==> src/rtl/neuron_mac_seq.sv <==
// Sequential MAC neuron: streams N activations against a per-neuron weight BRAM,
// adds bias, rescales, saturates (optional ReLU) and hands the result over valid/ready.
module neuron_mac_seq #(
    parameter int N         = 28,
    parameter int ADDR_W    = 5,
    parameter int DATA_W    = 16,
    parameter int FRAC_BITS = 8,
    parameter int ACC_W     = 40,
    parameter int RELU      = 0
) (
    input  logic              CLK,
    input  logic              RST,
    input  logic              START,
    input  logic [DATA_W-1:0] BIAS,
    input  logic [DATA_W-1:0] X_IN,
    input  logic              X_VALID,
    output logic              X_READY,
    output logic [ADDR_W-1:0] W_ADDR,
    output logic              W_EN,
    output logic              W_WE,
    input  logic [DATA_W-1:0] W_DO,
    output logic [DATA_W-1:0] Y_OUT,
    output logic              Y_VALID,
    input  logic              Y_READY,
    output logic              BUSY,
    output logic [2:0]        DBG_STATE
);

    // Handshakes: a transfer happens on any posedge where valid and ready are both high;
    // X_READY depends only on state, Y_VALID/Y_OUT stay stable until Y_READY is seen.
    typedef enum logic [2:0] {
        S_IDLE  = 3'd0,
        S_RUN   = 3'd1,
        S_DRAIN = 3'd2,
        S_FINAL = 3'd3,
        S_DONE  = 3'd4
    } state_t;

    localparam logic signed [ACC_W:0] S_MAX = (ACC_W+1)'((2**(DATA_W-1)) - 1);
    localparam logic signed [ACC_W:0] S_MIN = ~S_MAX;

    state_t                     state;
    state_t                     state_nxt;
    logic [ADDR_W-1:0]          idx;
    logic signed [ACC_W-1:0]    acc;
    logic                       mac_v;
    logic [DATA_W-1:0]          x_q;
    logic [DATA_W-1:0]          bias_q;
    logic                       x_hs;
    logic                       last_in;
    logic signed [2*DATA_W-1:0] prod;
    logic signed [ACC_W-1:0]    acc_sh;
    logic signed [ACC_W:0]      s_full;
    logic signed [DATA_W-1:0]   y_sat;

    always_ff @(posedge CLK or posedge RST) begin
        if (RST) state <= S_IDLE;
        else     state <= state_nxt;
    end

    always_comb begin
        state_nxt = state;
        X_READY   = 1'b0;
        W_EN      = 1'b0;
        BUSY      = 1'b1;
        case (state)
            S_IDLE: begin
                BUSY = 1'b0;
                if (START) state_nxt = S_RUN;
            end
            S_RUN: begin
                X_READY = 1'b1;
                W_EN    = X_VALID;
                if (X_VALID && last_in) state_nxt = S_DRAIN;
            end
            S_DRAIN: state_nxt = S_FINAL;
            S_FINAL: state_nxt = S_DONE;
            S_DONE:  if (Y_READY) state_nxt = S_IDLE;
            default: state_nxt = S_IDLE;
        endcase
    end

    assign x_hs      = X_VALID & X_READY;
    assign last_in   = (idx == ADDR_W'(N-1));
    assign W_ADDR    = idx;
    assign W_WE      = 1'b0;
    assign DBG_STATE = state;

    // W_DO carries the weight for x_q one edge after the handshake that fetched it.
    assign prod   = $signed(x_q) * $signed(W_DO);
    assign acc_sh = acc >>> FRAC_BITS;
    assign s_full = {acc_sh[ACC_W-1], acc_sh}
                  + {{(ACC_W+1-DATA_W){bias_q[DATA_W-1]}}, bias_q};

    always_comb begin
        y_sat = s_full[DATA_W-1:0];
        if (s_full > S_MAX)      y_sat = {1'b0, {(DATA_W-1){1'b1}}};
        else if (s_full < S_MIN) y_sat = {1'b1, {(DATA_W-1){1'b0}}};
        if (RELU != 0 && y_sat[DATA_W-1]) y_sat = '0;
    end

    always_ff @(posedge CLK or posedge RST) begin
        if (RST) begin
            idx     <= '0;
            acc     <= '0;
            mac_v   <= 1'b0;
            x_q     <= '0;
            bias_q  <= '0;
            Y_OUT   <= '0;
            Y_VALID <= 1'b0;
        end else begin
            if (state == S_IDLE && START) begin
                acc    <= '0;
                idx    <= '0;
                bias_q <= BIAS;
            end else if (mac_v) begin
                acc <= acc + {{(ACC_W-2*DATA_W){prod[2*DATA_W-1]}}, prod};
            end
            // idx wraps to 0 on the last input so W_ADDR never leaves 0..N-1.
            if (x_hs) begin
                x_q <= X_IN;
                idx <= last_in ? '0 : idx + 1'b1;
            end
            mac_v <= x_hs;
            if (state == S_FINAL) begin
                Y_OUT   <= y_sat;
                Y_VALID <= 1'b1;
            end else if (state == S_DONE && Y_READY) begin
                Y_VALID <= 1'b0;
            end
        end
    end

endmodule

==> config.mk <==
export PLATFORM = sky130hd
export DESIGN_NAME = neuron_mac_seq
export DESIGN_NICKNAME = d
export VERILOG_FILES = /design/src/rtl/neuron_mac_seq.sv
export SDC_FILE = /design/constraint.sdc
export NUM_CORES = 1
export LEC_CHECK = 0
export ABC_AREA = 1
export CAP_MARGIN = 20
export CORE_AREA = 2 2 200 202
export CTS_BUF_LIST = sky130_fd_sc_hd__clkbuf_8
export DETAILED_ROUTE_END_ITERATION = 10
export DIE_AREA = 0 0 202 204
export GPL_TIMING_DRIVEN = 0
export PLACE_DENSITY = 0.65
export RECOVER_POWER = 100
export SLEW_MARGIN = 20
export SYNTH_ARGS = -nofsm -noshare
export SYNTH_HDL_FRONTEND = slang
export SYNTH_SLANG_ARGS = --single-unit
==> constraint.sdc <==
create_clock -name CLK -period 14.5 [get_ports CLK]
set_input_delay 2.175 -clock CLK [delete_from_list [all_inputs] [get_ports CLK]]
set_output_delay 2.175 -clock CLK [all_outputs]
set_load 0.1 [all_outputs]
==> results.md <==
* Hold_buf cts at 0
* Number of global-route vias before repair at ~17000
* Sequential cell area at approximately 2500 um2
* Syn Std Cell Area at 19400 um2
* Fillers at approximately 4000
* Synth Warn # at 0
* Vias post-DR at ~17000
* Top cells by area, synth: fa_1 27%, nand2_1 15%, inv_1 13%
* Total core area at 39200 um2
* Synthesized net count at 3213
* Maximum Capacitance Violations at 1
* Hold Crit Class: flip-flop to flip-flop
* Slew HR at -172%
* RSZ-0062 raised after global routing: no
* Setup TNS at 0 ns
* Least-Margin Pin Slew at a little over 4 ns
* Setup violations, final at 0
* Nets at around 3300
* CTS Root Cell: clkbuf_8
* Async S/R FF share, synth at 100%
* Worst path arrival time at around 11 ns
* Post-synth EDFFs at 0
* Max incr delay on CP at around 0.6 ns
* Die Wd at slightly above 200 um
* Antenna violations before repair at 1
* Number of DRC markers in iteration 0 at between 900 and 1000
* Overflow after GRT at 0
* Crit Path Max Fanout at 10
* GR Util All Layers at roughly 27%
* First-pass GRT wire length at slightly below 90000 um
* Longest Clk Path Bufs at 2
* Hold slack at about 0.50 ns
* Sink Count at 98
* Dominant cell type by area after synthesis: fa_1
* Top cell by count, worst path: nand2_1
* Area of the multi-input gates at about 14000 um2
* Outcome: finished with violations
* Mapped Cells at 2740
* Cell family with most CP delay: adder cells
* Drt pass-1 iters at 5
* Buffers on Ports at between 60 and 70
* Clk pin slew, worst setup/hold paths at roughly 0.12 ns
* Vias per std cell at between 5 and 6
* HPWL Detailed at between 40000 and 50000 um
* Worst Skew at 0.0187 ns
* IO Count at slightly above 80
* Synth Area per Inst at 7.07 um2
* Final hold violation count at 0
* WL final at between 50000 and 60000 um
* CTS Buf Count at 9
* Yosys top cell area share at approximately 27%
* Final min period at 10.71 ns
* Largest net degree at the start of global routing at 73
* Die height at between 200 and 250 um
* Post-DRT Antenna Nets at 0
* CP required at between 10 and 15 ns
* Buf/Inv on CP at 6
* Post-CTS Setup Bufs at 0
* F_max at 93.4 MHz
* Synth cell types at 50
* WS Path Type: input port to flip-flop
* DRC at 0
* Starting Density at roughly half
* Die area at a little over 40000 um2
* Failing checks: max-capacitance violations, max-slew violations
* Crit. End Element: flip-flop
* Synth Flop Type: dfrtp_1
* Clock Latency Late Sink at roughly 0.44 ns
* Sequential fraction of the synthesis area at between 10% and 20%
* # H-tree levels at 3
* Fin crit share at 73.9%
* CP max-delay cell: dlygate4sd3_1
* Resize count post-CTS at 0
* Crit path launch type: input port
* Max-slew violation count at 73
* Placer Congestion at a little over 0.9
* Register bit count reported by yosys at 98
* CTS tree: built
* Layout area overhead at 7.57%
* Num rows at 73
* Layout cell share with drive strength beyond 1 at 3.65%
* Drt wl/cell at 15.7 um
[kinds of logic after synthesis]
| group | count (synthesis) | share of synthesized area, % |
|---|---|---|
| AND/OR/NAND/NOR | 1115 | 23.7 |
| buffers and inverters | 770 | 15.1 |
| adder cells (fa/ha/maj) | 420 | 37.3 |
| AO/OA/AOI/OAI | 266 | 7.79 |
| flip-flops | 98 | 12.7 |
| XOR/XNOR | 54 | 2.44 |
| multiplexers | 16 | 0.930 |
| other | 1 | 0.0193 |
[worst register-to-register path: cells and delay by family, from the launching register on]
family / cells / cell delay (ns)
buffers and inverters: 8 / 1.35
AND/OR/NAND/NOR: 18 / 2.74
adder cells (fa/ha/maj): 8 / 4.66
flip-flops: 1 / 0.34
AO/OA/AOI/OAI: 2 / 0.14
[placed cells by master (no fill, tap or decap), types with 25 or more instances in the layout]
cell type        Yosys  routed
nand2_1            771     772
inv_1              681     680
fa_1               264     264
nor2_1             156     157
ha_1               156     156
a21oi_1            108     113
dfrtp_1             98      98
o21ai_0             98      98
clkbuf_1            74      77
nand3_1             76      76
xor2_1              38      38
dlygate4sd3_1        0      33
clkdlybuf4s50_1      0      32
nand4_1             26      26
nand2_2             26      25
[synth_stat cells (7+ instances only)]
library cell	instances
nand2_2	26
o21ai_0	98
ha_1	156
fa_1	264
a21oi_2	11
a21oi_1	108
nor4_1	7
nand2_1	771
xnor2_1	16
inv_2	7
nor2_2	13
nand3_1	76
a31oi_1	11
mux2_2	16
dfrtp_1	98
nand4_1	26
inv_1	681
nor3_1	12
nor2_1	156
o21bai_1	12
xor2_1	38
clkbuf_1	74
[routing by layer]
layer / up-vias / global-route usage [%] / wire length, um
met5: - / 0 / 0
met4: 0 / 10.3 / 1860
met3: 100 / 2.47 / 2010
met2: 386 / 47.8 / 25700
met1: 8049 / 35.0 / 23100
li1: 8304 / - / -
[metrics by stage]
stage          setup WS [ns]  std cells  instance area (um2)  util (%)
2_1_floorplan           4.99       2740                19400         -
3_3_place_gp            3.52       3330                20700      52.8
3_5_place_dp            3.45       3331                20700      52.9
4_1_cts                 3.89       3347                20900      53.4
5_1_grt                 3.10       3348                20800      53.2
6_report                3.79       3349                20800      53.2
[state kept, by name, summed over array words and instances (netlist names)]
register and count:
bias_q 16, DBG_STATE 3, Y_VALID 1, W_ADDR 5, mac_v 1, acc 40, Y_OUT 16, x_q 16
[cell type report]
type	instances	area share, %
multi-input cells	1872	67.0
diodes	2	0.0240
clock inverters	7	0.348
well taps	525	3.15
repair buffers	66	3.14
flip-flops and latches	98	11.8
clock buffers	9	0.594
inverters	690	12.4
plain buffers	80	1.58
[worst paths after layout]
check / cells past startpoint / slack (ns) / start / endpoint
worst max-delay path: 36 / 3.79 / W_DO[15] / acc[37]
min in group asynchronous: 2 / 2.42 / RST / Y_OUT[3]
worst min register to register: 2 / 0.50 / Y_OUT[15] / Y_OUT[15]
worst min-delay path: 2 / 0.50 / Y_OUT[15] / Y_OUT[15]
max in group asynchronous: 3 / 7.67 / RST / acc[32]
worst max register to register: 36 / 5.17 / x_q[15] / acc[37]
Power is not shown: default switching activity piles up to over one toggle a cycle in this logic, so the estimate is an artifact.
